<file path="src/rtl/data_mem_pkg.sv">
// rtl/data_mem_pkg.sv - shared types and widths for the data memory arbiter
package data_mem_pkg;

    localparam int ADDR_W = 10;
    localparam int DATA_W = 32;

    typedef enum logic {
        PRIO0,
        FORCE1
    } arb_state_t;

    typedef struct packed {
        logic              we;
        logic [ADDR_W-1:0] addr;
        logic [DATA_W-1:0] wdata;
    } mem_req_t;

endpackage

</file>
<file path="src/rtl/data_mem_arbiter.sv">
// rtl/data_mem_arbiter.sv - two-port arbiter in front of the single-port data memory
module data_mem_arbiter #(
    parameter int ADDR_W     = data_mem_pkg::ADDR_W,
    parameter int DATA_W     = data_mem_pkg::DATA_W,
    parameter int STARVE_MAX = 4
) (
    input  logic              clk,
    input  logic              RST_N,
    input  logic              P0_VALID,
    input  logic              P0_WE,
    input  logic [ADDR_W-1:0] P0_ADDR,
    input  logic [DATA_W-1:0] P0_WDATA,
    output logic              P0_READY,
    input  logic              P1_VALID,
    input  logic              P1_WE,
    input  logic [ADDR_W-1:0] P1_ADDR,
    input  logic [DATA_W-1:0] P1_WDATA,
    output logic              P1_READY,
    output logic              RSP_VALID,
    output logic              RSP_PORT,
    output logic [DATA_W-1:0] RSP_RDATA,
    output logic              MEM_W_EN,
    output logic [ADDR_W-1:0] MEM_ADDR,
    output logic [DATA_W-1:0] MEM_D_IN,
    input  logic [DATA_W-1:0] MEM_D_OUT
);
    import data_mem_pkg::*;

    localparam int CNT_W = $clog2(STARVE_MAX + 1);
    localparam logic [CNT_W-1:0] STARVE_LIM = CNT_W'(STARVE_MAX);

    arb_state_t        state_q, state_d;
    logic [CNT_W-1:0]  starve_q, starve_d;
    logic              gnt0, gnt1, gnt;
    mem_req_t          req;
    logic [ADDR_W-1:0] addr_q;
    logic [DATA_W-1:0] wdata_q;
    logic              rsp_valid_q, rsp_port_q;

    // Grant selection; both grants are forced low while reset is asserted.
    always_comb begin
        gnt0 = 1'b0;
        gnt1 = 1'b0;
        case (state_q)
            PRIO0: begin
                gnt0 = P0_VALID;
                gnt1 = P1_VALID && !P0_VALID;
            end
            FORCE1: begin
                gnt1 = P1_VALID;
            end
            default: begin
                gnt0 = 1'b0;
                gnt1 = 1'b0;
            end
        endcase
        gnt0 = gnt0 && RST_N;
        gnt1 = gnt1 && RST_N;
        gnt  = gnt0 || gnt1;
    end

    always_comb begin
        starve_d = starve_q;
        if (!P1_VALID || gnt1) begin
            starve_d = '0;
        end else if (starve_q != STARVE_LIM) begin
            starve_d = starve_q + 1'b1;
        end
    end

    // Forcing is decided on the incremented count so the grant lands right after the last denial.
    always_comb begin
        state_d = state_q;
        case (state_q)
            PRIO0:   if (starve_d == STARVE_LIM) state_d = FORCE1;
            FORCE1:  if (gnt1 || !P1_VALID) state_d = PRIO0;
            default: state_d = PRIO0;
        endcase
    end

    always_comb begin
        req.we    = P0_WE;
        req.addr  = P0_ADDR;
        req.wdata = P0_WDATA;
        if (gnt1) begin
            req.we    = P1_WE;
            req.addr  = P1_ADDR;
            req.wdata = P1_WDATA;
        end
    end

    always_ff @(posedge clk or negedge RST_N) begin
        if (!RST_N) begin
            state_q     <= PRIO0;
            starve_q    <= '0;
            addr_q      <= '0;
            wdata_q     <= '0;
            rsp_valid_q <= 1'b0;
            rsp_port_q  <= 1'b0;
        end else begin
            state_q     <= state_d;
            starve_q    <= starve_d;
            rsp_valid_q <= gnt && !req.we;
            rsp_port_q  <= gnt1;
            if (gnt) begin
                addr_q  <= req.addr;
                wdata_q <= req.wdata;
            end
        end
    end

    assign P0_READY  = gnt0;
    assign P1_READY  = gnt1;
    assign MEM_W_EN  = gnt && req.we;
    assign MEM_ADDR  = gnt ? req.addr  : addr_q;
    assign MEM_D_IN  = gnt ? req.wdata : wdata_q;
    assign RSP_VALID = rsp_valid_q;
    assign RSP_PORT  = rsp_port_q;
    assign RSP_RDATA = MEM_D_OUT;

endmodule

</file>
<file path="config.mk">
export PLATFORM = sky130hd
export DESIGN_NAME = data_mem_arbiter
export DESIGN_NICKNAME = d
export VERILOG_FILES = /design/src/rtl/data_mem_pkg.sv /design/src/rtl/data_mem_arbiter.sv
export SDC_FILE = /design/constraint.sdc
export NUM_CORES = 1
export LEC_CHECK = 0
export CAP_MARGIN = 5
export CORE_UTILIZATION = 25
export CTS_CLUSTER_SIZE = 25
export DETAILED_ROUTE_END_ITERATION = 10
export GPL_ROUTABILITY_DRIVEN = 1
export PLACE_DENSITY = 0.63
export SYNTH_ARGS = -nofsm -noshare
export SYNTH_HDL_FRONTEND = slang
export SYNTH_SLANG_ARGS = --single-unit
</file>
<file path="constraint.sdc">
create_clock -name clk -period 1.7 [get_ports clk]
set_input_delay 0.255 -clock clk [delete_from_list [all_inputs] [get_ports clk]]
set_output_delay 0.255 -clock clk [all_outputs]
set_load 0.01 [all_outputs]
</file>
==> qor.txt <==
Syn nets: 336
DRT Pass-1 Iters: 4
Initial antenna violation count: 1
Final wirelength: 8.05 mm
Setup-failing EPs final: 43
Synth area leaders: dfrtp_1 50%, a221o_1 18%, and3_1 11%, buf_4 10%, buf_2 2.5%
Tmin final: 1960 ps
Fmax: 511 MHz
Delay-heaviest family, CP: buffers and inverters
Crit path cell chain: buf_6 > nor2b_4 > o21ai_4 > buf_12 > a221o_1 > buf_2
Synth cell types: 25
Row count: 35
Clk buf depth: 2
Cell area after synthesis: 2400 um^2
Final worst setup slack: -256 ps
Place WS: -623 ps
Placed insts: 468
Power density over the cells: 800 nW/um^2
Sequential fraction of the synthesis area: 50.1%
EDFF count, synth: 0
Via count: 2287
IO buf count: 136
Average routed wire per standard cell: 16.1 um
Avg Cell Area, Syn: 11.3 um^2
Synth top area share: 50.1%
Hold Path Class: primary input to asynchronous set/reset pin
Max-Cap Viols: 0
Share of cells above drive strength 1: 34.0%
Synth Instances: 212
FILL cells: 924
Reg2Reg Setup Slack: 10 ps
Unrepaired setup endpoints after global routing: yes
CTS tree: built
Register area: 1200 um^2
Fin util: 45.3%
Most common cell in the netlist: dfrtp_1
Max Slew Vio Count: 0
DIE HEIGHT: 100 um
DRC errors left: 0
CP endpoint kind: primary output
Overflow after GRT: 0
Initial Util: 25.8%
Die ar.: 9990 um^2
FFs w/ async S/R, synth: 100%
Final net count: 495
Root buf cell: clkbuf_8
Worst-margin pin slew: 361 ps
Num ports: 201
Max Clock Skew: 3.98 ps
Violated checks: setup timing
Critical path's largest stage delay: 410 ps
Synth cell count leaders: 48 x dfrtp_1, 42 x a221o_1, 42 x and3_1, 33 x buf_4, 12 x buf_2
Vias in the first global route: 2318
Number of buffers created by CTS: 5
Top cell type by total area after synthesis: dfrtp_1
H-tree levels: 2
Synth Flop Type: dfrtp_1
Final Total Pwr: 3.37 mW
Largest net degree at the start of global routing: 26
Fin crit share: 115%
Critical setup path kind: register to primary output
GRT Util Overall: 16.0%
Seq cells post-synth: 48
Max-slew headroom: 76.0%
CP max FO: 25
Worst Path Arrival: 1700 ps
DP Wirelength: 5.52 mm
CP startpoint kind: register
Routed vias/inst: 4.56
Initial DRC count: 65
Worst EP required: 1440 ps
Synth-to-Final Area Change: 75.3%
Multi-input logic area: 900 um^2
Clk Latency, worst-skew pair: 290 ps
Peak VDD IR: 0.000332 V
CTS Sinks: 48
Reg clk slew, reported paths: 90 ps
Core Region: 9280 um^2
Die X: 100 um
Non-Filler Instances: 501
Final GP Congestion: 0.685
Warnings, synthesis: 0
Leak: 2.07 nW
Critical path's slowest cell: dfrtp_1
Antenna-violating nets left: 0
WP buf/inv: 3
First-pass GRT wire length: 12.3 mm
Final Hold Fails: 0
Status: finished with violations
cell usage in the layout, fill, tap and decap left out, types with 2 or more instances in the layout:
master           netlist  layout
dfrtp_1               48      48
ha_1                   2       2
buf_6                  0      10
and3_1                42      42
nor2_1                 4       3
buf_2                 12      44
nand2_1                2       2
inv_1                  5       5
buf_12                 0       9
buf_4                 33      45
clkdlybuf4s50_1        0      89
o21ai_0                4       3
bufinv_16              0       2
a221o_1               42      42
clkbuf_8               0       5
state kept, by name (all words and copies together), names as in the netlist:
register	cells
RSP_PORT	1
RSP_VALID	1
addr_q	10
starve_q	3
state_q	1
wdata_q	32
metrics by stage:
| step | cell area [um^2] | hold slack [ps] | setup TNS [ps] |
|---|---|---|---|
| detailed placement | 3980 | 221 | -28360 |
| floorplan | 2400 | -40.6 | 0 |
| global route | 4200 | 10.1 | -13330 |
| CTS | 4150 | 1.63 | -10260 |
| global placement | 3980 | 225 | -27260 |
| finish | 4210 | 9.98 | -9780 |
power breakdown:
group	switching [mW]	leakage, nW	internal, mW
registers	0.0469	0.599	1.28
logic	0.419	1.40	0.657
clock network	0.379	0.0642	0.579
cells by family (layout without fill, tap and decap cells):
group / after synthesis / in the layout / share of synthesized area (%)
adders and majority gates: 2 / 2 / 1.04
AOI/OAI and AO/OA: 50 / 50 / 19.6
DFF: 48 / 48 / 50.1
xor gates and xnor gates: 1 / 1 / 0.365
other: 0 / 1 / 0
and+or+nand+nor: 57 / 57 / 14.7
buffers and inverters: 54 / 213 / 14.2
routing by layer:
metal  track usage [%]  wire, um  vias to the layer above
met5                 0         0                        -
met4              3.62        78                        0
met3              4.04       541                       13
met2              27.0      3840                       86
met1              20.5      3590                     1096
li1                  -         -                     1092
timing repair:
action / in CTS / in global routing
pin swaps: 18 / 9
gates cloned: 2 / 0
hold buffers: 1 / 0
resized for setup: 198 / 10
buffers inserted: 15 / 9
setup endpoints to repair: 45 / 46
hold endpoints to repair: 1 / 0
final cells by class:
class | count | area share (%)
clock buffers | 5 | 1.64
well taps | 129 | 3.84
clock inverters | 2 | 1.43
multi-input cells | 110 | 21.4
inverters | 5 | 0.446
diodes | 1 | 0.0595
flip-flops and latches | 48 | 28.6
repair buffers | 201 | 42.6
worst paths after layout:
check	start	to	depth (start not counted)
setup / recovery	state_q	MEM_D_IN[20]	6
hold / removal	RST_N	RSP_PORT	2
setup reg to reg	state_q	wdata_q[25]	8
hold reg to reg	wdata_q[15]	wdata_q[15]	1
max in group asynchronous	RST_N	wdata_q[4]	3
min in group clk	MEM_D_OUT[10]	RSP_RDATA[10]	0
No activity file was read; power rests on OpenSTA's default activity.
==> RTL change 1 (same settings) <==
Set the parameter `STARVE_MAX` to 8 (it was 4).
--- a/src/rtl/data_mem_arbiter.sv
+++ b/src/rtl/data_mem_arbiter.sv
@@ -4,3 +4,3 @@
     parameter int DATA_W     = data_mem_pkg::DATA_W,
-    parameter int STARVE_MAX = 4
+    parameter int STARVE_MAX = 8
 ) (
Check against the original RTL: not equivalent (a bounded check fails within 10 cycles, from zero or initial values and one cycle with RST_N low).
==> RTL change 1 against the original RTL <==
Clock skew grew 6.3 ps. Sequential share of layout area fell by 0.46 points. Core utilization is 3.8 points higher. The run still ends with negative setup slack left. Power down 0.71%. Register-to-register slack got worse by 420 ps. Worst setup slack got worse by 250 ps. Combinational power up 13%. Synthesized area shrank 2.7%. Sequential cell count increased by 1. Cell count fell by 1.0%. First-iteration DRC count grew to 2.9 times the old value. Cell area increased by 3.7%. Wire length barely moved.
==> RTL change 1: results (changes against the original RTL) <==
| Metric | Value |
|---|---|
| Fin nets | `510 (was 495)` |
| Detailed Routing Iterations Pass 1 | `7 (was 4)` |
| Final RePlAce weighted congestion | `0.709 (was 0.685)` |
| M2 GR Usage | `29.5% (was 27.0%)` |
| Layout cells sized above 1 | `35.7% (was 34.0%)` |
| First-pass GRT wire length | `12600 µm (was 12300 µm)` |
| Post-synth top cells | `dfrtp_1, inv_1, a222oi_1 (was dfrtp_1, a221o_1, and3_1)` |
| Library cells used by synthesis | `24 (was 25)` |
| Mux cell area share after synthesis | `0.858% (was 0%)` |
| Xor/xnor cell area share of the yosys netlist | `0.751% (was 0.365%)` |
| CP Launch Point | `state_q$_DFF_PN0_ (unchanged)` |
| Total routed wirelength | `8050 µm (about the same)` |
| Vias/cell | `4.62 (was 4.56)` |
| Slew margin rel. | `66.0% (was 76.0%)` |
| Data arrival time of the worst path | `1950 ps (was 1700 ps)` |
| Leakage | `0.00221 µW (was 0.00207 µW)` |
| RR Endpoint | `wdata_q[28]$_DFF_PN0_ (was wdata_q[25]$_DFF_PN0_)` |
| Metal2 WL | `4050 µm (was 3840 µm)` |
| Final setup violation count | `56 (was 43)` |
| GR Util met1 | `19.2% (was 20.5%)` |
| Finished Layout Cells | `496 (was 501)` |
| Ys async rst share | `100% (unchanged)` |
| R2R depth | `11 (was 8)` |
| Total Routing Usage GR | `16.3% (was 16.0%)` |
| CP max FO | `5 (was 25)` |
| Post-detail-place hpwl | `5110 µm (was 5520 µm)` |
| Worst Skew | `10.3 ps (was 3.98 ps)` |
| Worst reg2reg setup slack | `-410 ps (was 10 ps)` |
| Initial drt markers | `190 (was 65)` |
| Setup crit end | `MEM_ADDR[7] (was MEM_D_IN[20])` |
| Routed wl met3 | `597 µm (was 541 µm)` |
| Worst setup margin | `-508 ps (was -256 ps)` |
| Failing checks | `negative setup slack (unchanged)` |
| Synth Area in Compound Gates | `19.2% (was 19.6%)` |
| Top FF cell, synth | `dfrtp_1 (unchanged)` |
| M1 wire length | `3310 µm (was 3590 µm)` |
| Largest net degree at the start of global routing | `39 (was 26)` |
| Area contributors post-synth | `dfrtp_1, a222oi_1, buf_4 (was dfrtp_1, a221o_1, and3_1)` |
| Vias in the first global route | `2512 (was 2318)` |
| VDD IR max | `0.437 mV (was 0.332 mV)` |
| Status | `finished with violations (unchanged)` |
| Post-DP Area | `0.00373 mm² (was 0.00398 mm²)` |
| Dpl cells | `426 (was 468)` |
| Sequential fraction of the synthesis area | `52.5% (was 50.1%)` |
| Syn nets | `332 (was 336)` |
| DP Worst Slack | `-841 ps (was -623 ps)` |
| Largest regs | `wdata_q (32), addr_q (10), starve_q (4) (was wdata_q (32), addr_q (10), starve_q (3))` |
| Mapped Cells | `208 (was 212)` |
| TNS Setup | `-20940 ps (was -9780 ps)` |
| Hold slack | `74.2 ps (was 9.98 ps)` |
| Post-synthesis adder-cell area fraction | `1.07% (was 1.04%)` |
-- RTL change 1: cell type report --
cell class | count | area [µm²]
Clock inverter | 1 | 5.00
Fill cell | 813 | 4530
Tap cell | 108 | 135
Clock buffer | 7 | 96.3
Sequential cell | 49 | 1230
Antenna cell | 1 | 2.50
Inverter | 47 | 176
Timing Repair Buffer | 216 | 2090
Multi-Input combinational cell | 67 | 631
-- RTL change 1: worst max-delay path, stage by stage, from the launching register on --
cell      delay (ps)
dfrtp_1          410
nand2b_4         150
and3_4           210
buf_12           140
buf_16           130
a222oi_1         350
inv_1            110
buf_2            160
-- RTL change 1: power breakdown --
group	internal, µW	total (µW)	switching [µW]
Combinational	759	1220	461
Clock	369	772	403
Sequential	1300	1350	46.0
Total	2430	3340	910
-- RTL change 1: repair_timing --
action                                  in CTS  in global routing
pin swaps                                   38                  6
gates cloned                                 2                  2
hold buffers                                 1                  0
setup buffers                               62                  6
gates resized for setup                    232                 14
endpoints found under the hold margin       12                  0
endpoints found under the setup margin      45                 59
==> RTL change 2 (same flow settings) <==
Without the edit above. Reset style: synchronous (`RST_N`), changed in one clocked block.
--- a/src/rtl/data_mem_arbiter.sv
+++ b/src/rtl/data_mem_arbiter.sv
@@ -91,3 +91,3 @@
 
-    always_ff @(posedge clk or negedge RST_N) begin
+    always_ff @(posedge clk) begin
         if (!RST_N) begin
Formal check against the unedited RTL: differs if RST_N is asserted again (counterexample within 4 cycles, from zero or initial values and one cycle with RST_N low); with RST_N held inactive, the same outputs for 10 cycles.
==> RTL change 2 against the original RTL <==
The flow still finishes with violations (negative setup slack). Synthesized cell count increased by 90%. Global-route usage fell by 1.2 points. Synthesized area is 45% higher. Cell area rose by 29%. Power is 5.2% higher. Worst setup slack gained 100 ps. Wire length up 36%. Sequential cell count stayed put.
==> RTL change 2: results (changes against the original RTL) <==
| Metric | Value |
|---|---|
| Library cells used by synthesis | `30 (was 25)` |
| Layout cells sized above 1 | `30.4% (was 34.0%)` |
| Largest regs | `wdata_q (32), addr_q (10), starve_q (3) (unchanged)` |
| Worst reg2reg path startpoint | `starve_q[0]$_SDFF_PN0_ (was state_q$_DFF_PN0_)` |
| Area contributors post-synth | `dfxtp_1, mux2i_1, o21ai_0 (was dfrtp_1, a221o_1, and3_1)` |
| Final setup violation count | `42 (was 43)` |
| Initial antenna violation count | `0 (was 1)` |
| Dpl cells | `696 (was 468)` |
| TNS Setup | `-5450 ps (was -9780 ps)` |
| Worst Skew | `8.20 ps (was 3.98 ps)` |
| Worst setup margin | `-151 ps (was -256 ps)` |
| Slowest-stage cell, CP | `dfxtp_2 (was dfrtp_1)` |
| Post-detail-place hpwl | `7270 µm (was 5520 µm)` |
| Vias in the first global route | `3593 (was 2318)` |
| VDD IR max | `0.333 mV (was 0.332 mV)` |
| Failing checks | `negative setup slack (unchanged)` |
| Metal2 WL | `5580 µm (was 3840 µm)` |
| Total Routing Usage GR | `14.8% (was 16.0%)` |
| Leakage | `0.00224 µW (was 0.00207 µW)` |
| M1 wire length | `4740 µm (was 3590 µm)` |
| Finished Layout Cells | `718 (was 501)` |
| Slew margin rel. | `79.2% (was 76.0%)` |
| Status | `finished with violations (unchanged)` |
| Fin nets | `665 (was 495)` |
| Vias/cell | `4.78 (was 4.56)` |
| Fillers | `1351 (was 924)` |
| CP Launch Point | `state_q$_SDFF_PN0_ (was state_q$_DFF_PN0_)` |
| Syn nets | `526 (was 336)` |
| Ys async rst share | `0% (was 100%)` |
| Crit-path max cell delay | `330 ps (was 410 ps)` |
| Sequential fraction of the synthesis area | `27.6% (was 50.1%)` |
| Post-synth top cells | `o21ai_0, dfxtp_1, a21oi_1, mux2i_1, nand2b_1 (was dfrtp_1, a221o_1, and3_1)` |
| Largest net degree at the start of global routing | `38 (was 26)` |
| Clock transition at path regs | `70 ps (was 90 ps)` |
| Top FF cell, synth | `dfxtp_1 (was dfrtp_1)` |
| Worst reg2reg setup slack | `210 ps (was 10 ps)` |
| Hold slack | `510 ps (was 9.98 ps)` |
| Mapped Cells | `402 (was 212)` |
| First-pass GRT wire length | `17100 µm (was 12300 µm)` |
| Root buffer cell | `clkbuf_16 (was clkbuf_8)` |
| Hold crit path type | `primary input to primary output (was primary input to async pin)` |
| Number of antenna repair diodes | `0 (was 1)` |
==> RTL change 2: cell count changes after synthesis, sizes merged, moves of 16 or more <==
cell / before / now
o21ai: 5 / 84
a221o: 42 / 0
dfrtp: 48 / 0
mux2i: 0 / 42
and3: 42 / 2
dfxtp: 0 / 48
a21oi: 1 / 42
clkbuf: 4 / 20
nand2b: 1 / 36
a2bb2oi: 0 / 42
==> RTL change 2: layer usage <==
metal,up-vias,GRT usage [%]
li1,1698,-
met1,1626,17.4
met2,90,27.0
met3,18,2.57
met4,0,4.61
met5,-,0
==> RTL change 2: where the power goes <==
part	switching [µW]	total (µW)	internal, µW
combinational	517	1250	737
clock	438	1030	589
sequential	52.1	1260	1210
total	1010	3540	2530
==> RTL change 2: timing repair <==
item	CTS	global route
endpoints found under the setup margin	45	46
gates resized for setup	196	19
cloned	6	1
pin swaps	1	4
setup buffers	6	1
==> RTL change 2: final cells by class <==
| class | count | area (µm²) | area share, % |
|---|---|---|---|
| Multi-Input combinational cell | 279 | 2130 | 39.2 |
| Timing Repair Buffer | 204 | 1960 | 36.1 |
| Clock buffer | 8 | 146 | 2.70 |
| Sequential cell | 48 | 962 | 17.7 |
| Inverter | 3 | 11.3 | 0.208 |
| Tap cell | 176 | 220 | 4.06 |
==> RTL change 2: logic make-up (layout without fill, tap and decap cells) <==
group / after synthesis / count (layout) / share of synthesized area, %
compound gates: 172 / 172 / 33.2
buf+inv: 75 / 215 / 15.3
simple gates: 62 / 62 / 10.8
flops: 48 / 48 / 27.6
mux: 42 / 42 / 12.1
fa+ha+maj: 2 / 2 / 0.719
xor+xnor: 1 / 1 / 0.252
==> RTL change 2: path summary, 6_finish.rpt <==
check                                end  depth (start not counted)
hold / removal             RSP_RDATA[12]                          0
hold reg to reg   starve_q[2]$_SDFF_PN0_                          2
setup / recovery             MEM_ADDR[6]                          6
setup reg to reg      state_q$_SDFF_PN0_                          5
==> RTL change 2: stage by stage <==
step | instance area [µm²] | setup slack [ps]
final | 5430 | -151
after global routing | 5430 | -226
after CTS | 5320 | -171
after detailed placement | 5060 | -652
after global placement | 5060 | -642
after floorplan | 3480 | 268
